## src/rtl/uart_arb_pkg.sv

```systemverilog
// uart_arb_pkg: shared types and constants for the uart_tx arbiter.
//   arb_state_e - arbiter FSM encoding (IDLE, WAIT_BUSY, WAIT_DONE, CR, LF)
//   tail_e      - which byte of a grant is in flight when CR/LF tails are enabled
//   ASCII_CR/LF - bytes appended after an end-of-line grant
//   idx_width() - bit width needed to index n items (minimum 1)
package uart_arb_pkg;

  typedef enum logic [2:0] {
    StIdle     = 3'd0,
    StWaitBusy = 3'd1,
    StWaitDone = 3'd2,
    StCr       = 3'd3,
    StLf       = 3'd4
  } arb_state_e;

  typedef enum logic [1:0] {
    PhData = 2'd0,
    PhCr   = 2'd1,
    PhLf   = 2'd2
  } tail_e;

  localparam logic [7:0] ASCII_CR = 8'h0D;
  localparam logic [7:0] ASCII_LF = 8'h0A;

  function automatic int unsigned idx_width(input int unsigned n);
    return (n > 2) ? $clog2(n) : 1;
  endfunction

endpackage

```

## src/rtl/rr_arbiter.sv

```systemverilog
// rr_arbiter: combinational cyclic priority search.
// The first asserted request at or after i_ptr (wrapping upward) wins.
//   i_req     - request vector
//   i_ptr     - search start index (must be < NUM_REQ)
//   o_gnt     - one-hot grant, zero when no request
//   o_gnt_idx - index of the granted request
//   o_any     - at least one request is asserted
module rr_arbiter
  import uart_arb_pkg::*;
#(
  parameter int unsigned NUM_REQ = 2,
  parameter int unsigned IDX_W   = idx_width(NUM_REQ)
) (
  input  logic [NUM_REQ-1:0] i_req,
  input  logic [IDX_W-1:0]   i_ptr,
  output logic [NUM_REQ-1:0] o_gnt,
  output logic [IDX_W-1:0]   o_gnt_idx,
  output logic               o_any
);

  logic [NUM_REQ-1:0] w_rot;
  logic               w_found;
  int unsigned        w_sum;

  // Rotate so the pointer position lands at bit 0; the search is then a plain
  // lowest-set-bit scan.
  assign w_rot = NUM_REQ'({i_req, i_req} >> i_ptr);
  assign o_any = |i_req;

  always_comb begin
    w_found   = 1'b0;
    w_sum     = 0;
    o_gnt_idx = '0;
    for (int unsigned k = 0; k < NUM_REQ; k++) begin
      if (!w_found && w_rot[k]) begin
        w_found = 1'b1;
        w_sum   = 32'(i_ptr) + k;
        if (w_sum >= NUM_REQ) begin
          w_sum = w_sum - NUM_REQ;
        end
        o_gnt_idx = IDX_W'(w_sum);
      end
    end
    o_gnt = w_found ? (NUM_REQ'(1) << o_gnt_idx) : '0;
  end

endmodule

```

## src/rtl/uart_tx_arbiter.sv

```systemverilog
// uart_tx_arbiter: round-robin sharing of one uart_tx byte transmitter.
// Optional feature macro: UART_TX_ARBITER_CRLF_EN (CR LF tail after req_eol grants).
//   clk, rst   - clock, synchronous active-high reset
//   req_valid  - per-requester byte pending
//   req_data   - requester i byte at [8i+7:8i]
//   req_eol    - requester i wants CR LF after its byte (feature only)
//   req_ack    - one-cycle pulse when requester i's byte is captured
//   tx_data    - registered byte to uart_tx
//   tx_send    - registered one-cycle send strobe to uart_tx
//   tx_ready   - uart_tx ready
//   busy       - FSM is outside IDLE
//   grant_idx  - last granted requester
module uart_tx_arbiter
  import uart_arb_pkg::*;
#(
  parameter int unsigned NUM_REQ      = 2,
  parameter int unsigned GUARD_CYCLES = 4
) (
  input  logic                 clk,
  input  logic                 rst,
  input  logic [NUM_REQ-1:0]   req_valid,
  input  logic [8*NUM_REQ-1:0] req_data,
  input  logic [NUM_REQ-1:0]   req_eol,
  output logic [NUM_REQ-1:0]   req_ack,
  output logic [7:0]           tx_data,
  output logic                 tx_send,
  input  logic                 tx_ready,
  output logic                 busy,
  output logic [2:0]           grant_idx
);

  localparam int unsigned     IdxW      = idx_width(NUM_REQ);
  localparam int unsigned     GuardW    = idx_width(GUARD_CYCLES);
  localparam logic [IdxW-1:0] LastIdx   = IdxW'(NUM_REQ - 1);
  localparam logic [GuardW-1:0] GuardLast = GuardW'(GUARD_CYCLES - 1);

  arb_state_e         r_state, w_state_d;
  logic [IdxW-1:0]    r_ptr, w_ptr_d;
  logic [GuardW-1:0]  r_guard, w_guard_d;
  logic [NUM_REQ-1:0] r_ack, w_ack_d;
  logic [7:0]         r_tx_data, w_tx_data_d;
  logic               r_tx_send, w_tx_send_d;
  logic [2:0]         r_grant_idx, w_grant_idx_d;

  logic [NUM_REQ-1:0] w_gnt;
  logic [IdxW-1:0]    w_gnt_idx;
  logic               w_any;
  logic [7:0]         w_byte;
  logic [IdxW-1:0]    w_ptr_inc;

`ifdef UART_TX_ARBITER_CRLF_EN
  logic  r_eol, w_eol_d;
  tail_e r_tail, w_tail_d;
`else
  logic  w_unused_eol;
  assign w_unused_eol = ^req_eol;
`endif

  rr_arbiter #(
    .NUM_REQ (NUM_REQ),
    .IDX_W   (IdxW)
  ) u_rr_arbiter (
    .i_req     (req_valid),
    .i_ptr     (r_ptr),
    .o_gnt     (w_gnt),
    .o_gnt_idx (w_gnt_idx),
    .o_any     (w_any)
  );

  always_comb begin
    w_byte = '0;
    for (int i = 0; i < NUM_REQ; i++) begin
      if (w_gnt[i]) begin
        w_byte = w_byte | req_data[8*i +: 8];
      end
    end
  end

  assign w_ptr_inc = (w_gnt_idx == LastIdx) ? '0 : w_gnt_idx + IdxW'(1);

  always_comb begin
    w_state_d     = r_state;
    w_ptr_d       = r_ptr;
    w_guard_d     = r_guard;
    w_ack_d       = '0;
    w_tx_send_d   = 1'b0;
    w_tx_data_d   = r_tx_data;
    w_grant_idx_d = r_grant_idx;
`ifdef UART_TX_ARBITER_CRLF_EN
    w_eol_d       = r_eol;
    w_tail_d      = r_tail;
`endif
    case (r_state)
      StIdle: begin
        if (tx_ready && w_any) begin
          w_tx_send_d   = 1'b1;
          w_tx_data_d   = w_byte;
          w_ack_d       = w_gnt;
          w_grant_idx_d = 3'(w_gnt_idx);
          w_ptr_d       = w_ptr_inc;
          w_guard_d     = '0;
          w_state_d     = StWaitBusy;
`ifdef UART_TX_ARBITER_CRLF_EN
          w_eol_d       = |(req_eol & w_gnt);
          w_tail_d      = PhData;
`endif
        end
      end
      StWaitBusy: begin
        // Guard timeout covers a transmitter whose ready drop was missed.
        if (!tx_ready || (r_guard == GuardLast)) begin
          w_state_d = StWaitDone;
        end else begin
          w_guard_d = r_guard + GuardW'(1);
        end
      end
      StWaitDone: begin
        if (tx_ready) begin
`ifdef UART_TX_ARBITER_CRLF_EN
          if (r_eol && (r_tail == PhData)) begin
            w_state_d = StCr;
          end else if (r_eol && (r_tail == PhCr)) begin
            w_state_d = StLf;
          end else begin
            w_state_d = StIdle;
          end
`else
          w_state_d = StIdle;
`endif
        end
      end
`ifdef UART_TX_ARBITER_CRLF_EN
      StCr: begin
        if (tx_ready) begin
          w_tx_send_d = 1'b1;
          w_tx_data_d = ASCII_CR;
          w_tail_d    = PhCr;
          w_guard_d   = '0;
          w_state_d   = StWaitBusy;
        end
      end
      StLf: begin
        if (tx_ready) begin
          w_tx_send_d = 1'b1;
          w_tx_data_d = ASCII_LF;
          w_tail_d    = PhLf;
          w_guard_d   = '0;
          w_state_d   = StWaitBusy;
        end
      end
`endif
      default: w_state_d = StIdle;
    endcase
  end

  always_ff @(posedge clk) begin
    if (rst) begin
      r_state     <= StIdle;
      r_ptr       <= '0;
      r_guard     <= '0;
      r_ack       <= '0;
      r_tx_send   <= 1'b0;
      r_tx_data   <= 8'h00;
      r_grant_idx <= 3'd0;
`ifdef UART_TX_ARBITER_CRLF_EN
      r_eol       <= 1'b0;
      r_tail      <= PhData;
`endif
    end else begin
      r_state     <= w_state_d;
      r_ptr       <= w_ptr_d;
      r_guard     <= w_guard_d;
      r_ack       <= w_ack_d;
      r_tx_send   <= w_tx_send_d;
      r_tx_data   <= w_tx_data_d;
      r_grant_idx <= w_grant_idx_d;
`ifdef UART_TX_ARBITER_CRLF_EN
      r_eol       <= w_eol_d;
      r_tail      <= w_tail_d;
`endif
    end
  end

  assign req_ack   = r_ack;
  assign tx_data   = r_tx_data;
  assign tx_send   = r_tx_send;
  assign grant_idx = r_grant_idx;
  assign busy      = (r_state != StIdle);

endmodule

```

## config.mk

```make
export PLATFORM = sky130hd
export DESIGN_NAME = uart_tx_arbiter
export DESIGN_NICKNAME = d
export VERILOG_FILES = /design/src/rtl/uart_arb_pkg.sv /design/src/rtl/rr_arbiter.sv /design/src/rtl/uart_tx_arbiter.sv
export SDC_FILE = /design/constraint.sdc
export NUM_CORES = 1
export LEC_CHECK = 0
export ABC_AREA = 1
export ABC_CLOCK_PERIOD_IN_PS = 1000
export CAP_MARGIN = 10
export CORE_ASPECT_RATIO = 1.2
export CORE_UTILIZATION = 36
export DETAILED_ROUTE_END_ITERATION = 16
export GPL_ROUTABILITY_DRIVEN = 0
export GPL_TIMING_DRIVEN = 0
export PLACE_DENSITY = 0.74
export SYNTH_ARGS = -nofsm -noshare
export SYNTH_HDL_FRONTEND = slang
export SYNTH_SLANG_ARGS = --single-unit
```

## constraint.sdc

```tcl
create_clock -name clk -period 1 [get_ports clk]
set_input_delay 0.2 -clock clk [delete_from_list [all_inputs] [get_ports clk]]
set_output_delay 0.2 -clock clk [all_outputs]
set_load 0.02 [all_outputs]
```

# Yosys cells after proc, flatten, opt, wreduce, memory -nomap -nowiden
# Index checks and enable logic that the tools add are counted.
# totals
ff_bits	18
latch_bits	0
ramBits	0
mem_bits_ro	0
out_inout_bits	15
wordCells	58
memories	0
# classes
addsub	5
mul	0
div_mod_pow	0
n_lt_le_gt_ge	2
eq_ne	7
shift	2
muxes	18
bitwise_logic	3
reduce_logical	14
# op_table
cell	n
$mux 8	2
$mux 3	3
$pmux 3 s3	1
$mux 1	8
$ne 2x2->1 const B	4
$or 8x8->8	1
$mux 2	3
$reduce_and 3->1	2
$pmux 2 s2	1
$reduce_or 2->1	2
$shr 4x1->2	1
$eq 3x1->1 const B	1
$eq 3x2->1 const B	1
$logic_not 3->1	1
$reduce_bool 3->1	1
$reduce_or 3->1	1
$add 1x1->2 const B	1
$add 2x1->2 const B	1
$eq 2x2->1 const B	1
$ge 1x2->1 const B	1
$ge 2x2->1 const B	1
$logic_and 1x1->1	2
$logic_not 1->1	2
$not 1->1	2
6 further kinds	7

# Logic depth before layout (Yosys ltp)
# logic_depth
depth_word	10
ltp_mapped	9

# Cells and area by module
# A second synthesis with hierarchy kept.
# hier_totals
hier_cells	113
hier_area_um2	798.3
# by_module_without_submodules
module	instances	cells_per_inst	area_each_um2	seq_area_each_um2
uart_tx_arbiter	1	106	768.2	340.3
rr_arbiter	1	7	30.0	0.0

# Worst setup path before layout
# Ideal clock, no wire load.
# synth_path
kind	register to register
startpoint	reg r_state[1]
endpoint	reg r_ptr
setup_ns	0.120
t_arrival_ns	0.938
required_ns	0.880
slack_ns	-0.058
path_stages_with_launch	7
path_buffers	0
period_less_slack_ns	1.058
cell_sequence	dfxtp_1 nor2_2 inv_2 nor2_8 nand2_1 nand2_1 a21oi_1
# synth_via
elab_chain_cells	2
# synth_lines
item	line_no	text
start: declaration	uart_tx_arbiter.sv:37	arb_state_e r_state, w_state_d;
start signal: assignment	uart_tx_arbiter.sv:158	r_state <= StIdle;
start signal: assignment	uart_tx_arbiter.sv:170	r_state <= w_state_d;
$logic_not 3->1	uart_tx_arbiter.sv:93	case (r_state)
$reduce_and 2->1 (no source line)	--	
end signal: assignment	uart_tx_arbiter.sv:171	r_ptr <= w_ptr_d;
end: declaration	uart_tx_arbiter.sv:38	logic [IdxW-1:0] r_ptr, w_ptr_d;
# Every way passes these cells.
# A chain may end at the register's enable or synchronous reset.

# Worst setup path in the final report
# layout_path
startpoint	reg r_state[1]
endpoint	reg r_grant_idx[0] (netlist: grant_idx[0])
# layout_via
elab_chain_cells	2
# layout_lines
item	line_no	text
$logic_not 3->1	uart_tx_arbiter.sv:93	
$reduce_and 2->1 (no source line)	--	
end signal: assignment	uart_tx_arbiter.sv:176	r_grant_idx <= w_grant_idx_d;
end: declaration	uart_tx_arbiter.sv:43	logic [2:0] r_grant_idx, w_grant_idx_d;
# Every way passes these cells.

==> flow_summary.yaml <==
clock_tree:
  clock_latency_ns: 0.29
  cts_made_buffers: 3
  cts_tree: "yes"
  cts_hold_buffers: 0
  clk_pin_slew_ns: 0.10
  htreeDepth: 1
  cts_sinks: 17
  cts_max_path_buffers: 2
  clock-root-buffer: "clkbuf_4"
global_routing:
  use_met1_pct: 21.8
  antenna_found_initial: 0
  grt-ovfl-total: 0
  grt_busiest_layer: "met2"
  grt_use_met2_pct: 33.6
  gr-usage-met3_pct: 4.03
  grt_pass1_vias: 774
  grt_usage_pct: 19.0
  grt_pass1_wl_um: 3300
  grt_max_degree: 11
routing:
  routed_wl_um: 2160
  dr.pass1.iters: 4
  drt_iter0_drc: 13
  viasPerCell: 4.78
  drc: 0
  ant_nets: 0
  route.vias.total: 880
  routedWlPerCell_um: 11.7
yosys:
  syn_avg_cell_area_sq_um: 7.88
  synth_top_area_cell: "dfxtp_1"
  synthArstFlopShare_pct: 0
  synth_seq_cells: 17
  synth_edf_count: 0
  synth_flop_cell: "dfxtp_1"
  yosysWarnings: 0
  synth_cells: 103
  synth_top_area_share_pct: 41.9
  synth_area_leaders: "dfxtp_1 (42%), nand3_1 (12%), nand2_1 (12%), nand4_1 (3.9%), nor2_1 (3.7%)"
  syn_area_sq_um: 812
  yosysSeqAreaShare_pct: 41.9
  yosysMostFrequentCell: "nand2_1"
  yosysUniqueCellTypes: 23
  synth_commonest_cells: "nand2_1 (25), nand3_1 (20), dfxtp_1 (17), nor2_1 (8), inv_1 (6)"
sta:
  hold_violations: 0
  tns_ns: -2.56
  fmax_ghz: 0.815
  fin_hold_ws_ns: 0.391
  setup_viol_count_final: 17
  rsz0062_at_grt: "true"
  fin_worst_skew_ns: 0.00492
  setup_slack_ns: -0.227
  min_period_over_period_pct: 123
  period_minus_slack_ns: 1.23
  drv_slew: 0
hold_path:
  hold_path_class: "primary input to register"
run_status:
  status: "finished with violations"
  failed_checks: "setup timing"
finish:
  final_cells: 184
  final_cell_area_sq_um: 1420
  finalNetCount: 179
  syn_to_final_growth_pct: 74.6
  antenna_cells: 0
  layout-drive-gt1-share_pct: 44.2
floorplanning:
  dieHeight_um: 54.0
  core_sq_um: 2090
  start_util_pct: 38.8
  boundaryPins: 38
  rows: 18
  dieArea_sq_um: 2450
  die_w_um: 45.4
place:
  dp_cells: 167
  portBuffers: 33
  dp_hpwl_um: 1380
  place_area_sq_um: 1210
  place_ws_ns: -0.550
critical_path:
  worstPathArrival_ns: 1.46
  critPathKind: "register to register"
  critPathLaunchType: "register"
  crit_required_ns: 1.23
  cp_max_fo: 5
  endpoint_kind: "register"
power:
  p_leak_nw: 0.658
  power_density_nw_per_um2: 1250
  irDropWorstVdd_v: 0.000840
flow_run:
  drv_cap: 0
[metal layers]
layer | wire [um] | share of wire, %
met2 | 1120 | 52
met1 | 900 | 42
met3 | 107 | 5.0
met5 | 0 | 0
met4 | 27 | 1.3
[metrics by stage]
stage / utilization, % / total power [mW]
after global placement: 57.8 / 1.26
after global routing: 67.7 / 1.87
after detailed placement: 57.8 / 1.27
after CTS: 63.6 / 1.72
after floorplan: - / 1.05
final: 67.7 / 1.77
[timing repair]
item / in CTS / in global routing
buffers inserted: 7 / 4
endpoints found under the hold margin: 0 / 0
pin swaps: 17 / 11
setup endpoints to repair: 30 / 27
resized for setup: 80 / 20
cloned: 2 / 0
[path summary, 6_finish.rpt]
check | start | end | slack, ns | depth (start not counted)
max | r_state[1] | grant_idx[0] | -0.23 | 7
min | rst | r_guard[0] | 0.39 | 2
max reg2reg | r_state[1] | grant_idx[0] | -0.23 | 7
min reg2reg | grant_idx[0] | grant_idx[0] | 0.48 | 2
[cell type report]
cell class | instances | area [sq um]
plain buffers | 4 | 27.5
clock buffers | 3 | 22.5
clock inverters | 1 | 5.00
fillers | 202 | 677
inverters | 8 | 32.5
multi-input cells | 76 | 504
flip-flops and latches | 17 | 359
well taps | 30 | 37.5
repair buffers | 45 | 429
[power breakdown]
part           switching (mW)  total, mW  internal, mW
Clock                   0.222      0.371         0.149
Sequential             0.0395      0.776         0.737
Combinational           0.312      0.623         0.312
[worst max-delay path, stage by stage (launching register included)]
cell	delay [ns]
dfxtp_2	0.35
nor2_4	0.15
inv_4	0.07
buf_12	0.13
nor2_8	0.14
buf_4	0.14
nand2_4	0.05
a21oi_1	0.13
[sequential cells by signal (all words and copies together) (netlist names)]
| name | count |
|---|---|
| tx_data | 8 |
| r_guard | 2 |
| r_state | 2 |
| req_ack | 2 |
| grant_idx | 1 |
| r_ptr | 1 |
| tx_send | 1 |
[logic make-up after synthesis]
| group | synth area share [%] |
|---|---|
| AO/OA/AOI/OAI | 8.94 |
| adder cells (fa/ha/maj) | 1.54 |
| buffers and inverters | 7.09 |
| flip-flops | 41.9 |
| other | 0.462 |
| AND/OR/NAND/NOR | 40.1 |
[cell usage in the layout, fill, tap and decap left out]
| cell type | synthesis | routed |
|---|---|---|
| a21boi_2 | 0 | 1 |
| a21boi_4 | 1 | 1 |
| a21oi_1 | 3 | 2 |
| a21oi_2 | 0 | 1 |
| buf_12 | 0 | 2 |
| buf_2 | 1 | 3 |
| buf_4 | 3 | 17 |
| buf_6 | 0 | 7 |
| clkbuf_4 | 0 | 3 |
| clkdlybuf4s50_1 | 0 | 16 |
| clkinv_2 | 0 | 1 |
| conb_1 | 1 | 2 |
| dfxtp_1 | 17 | 6 |
| dfxtp_2 | 0 | 9 |
| dfxtp_4 | 0 | 2 |
| dlygate4sd2_1 | 0 | 4 |
| ha_4 | 0 | 1 |
| inv_1 | 6 | 6 |
| inv_2 | 2 | 1 |
| inv_4 | 0 | 1 |
| nand2_1 | 25 | 20 |
| nand2_2 | 0 | 4 |
| nand2_4 | 1 | 2 |
| nand3_1 | 20 | 15 |
| nand3_2 | 0 | 5 |
| nand4_1 | 5 | 5 |
| nor2_1 | 8 | 7 |
| nor2_4 | 1 | 4 |
| nor2_8 | 1 | 1 |
| nor3_1 | 1 | 1 |
| nor3_4 | 1 | 1 |
| o211ai_1 | 1 | 1 |
| o21a_1 | 1 | 1 |
| o21ai_4 | 1 | 1 |
Note: power is estimated with default switching activity, not from simulation.
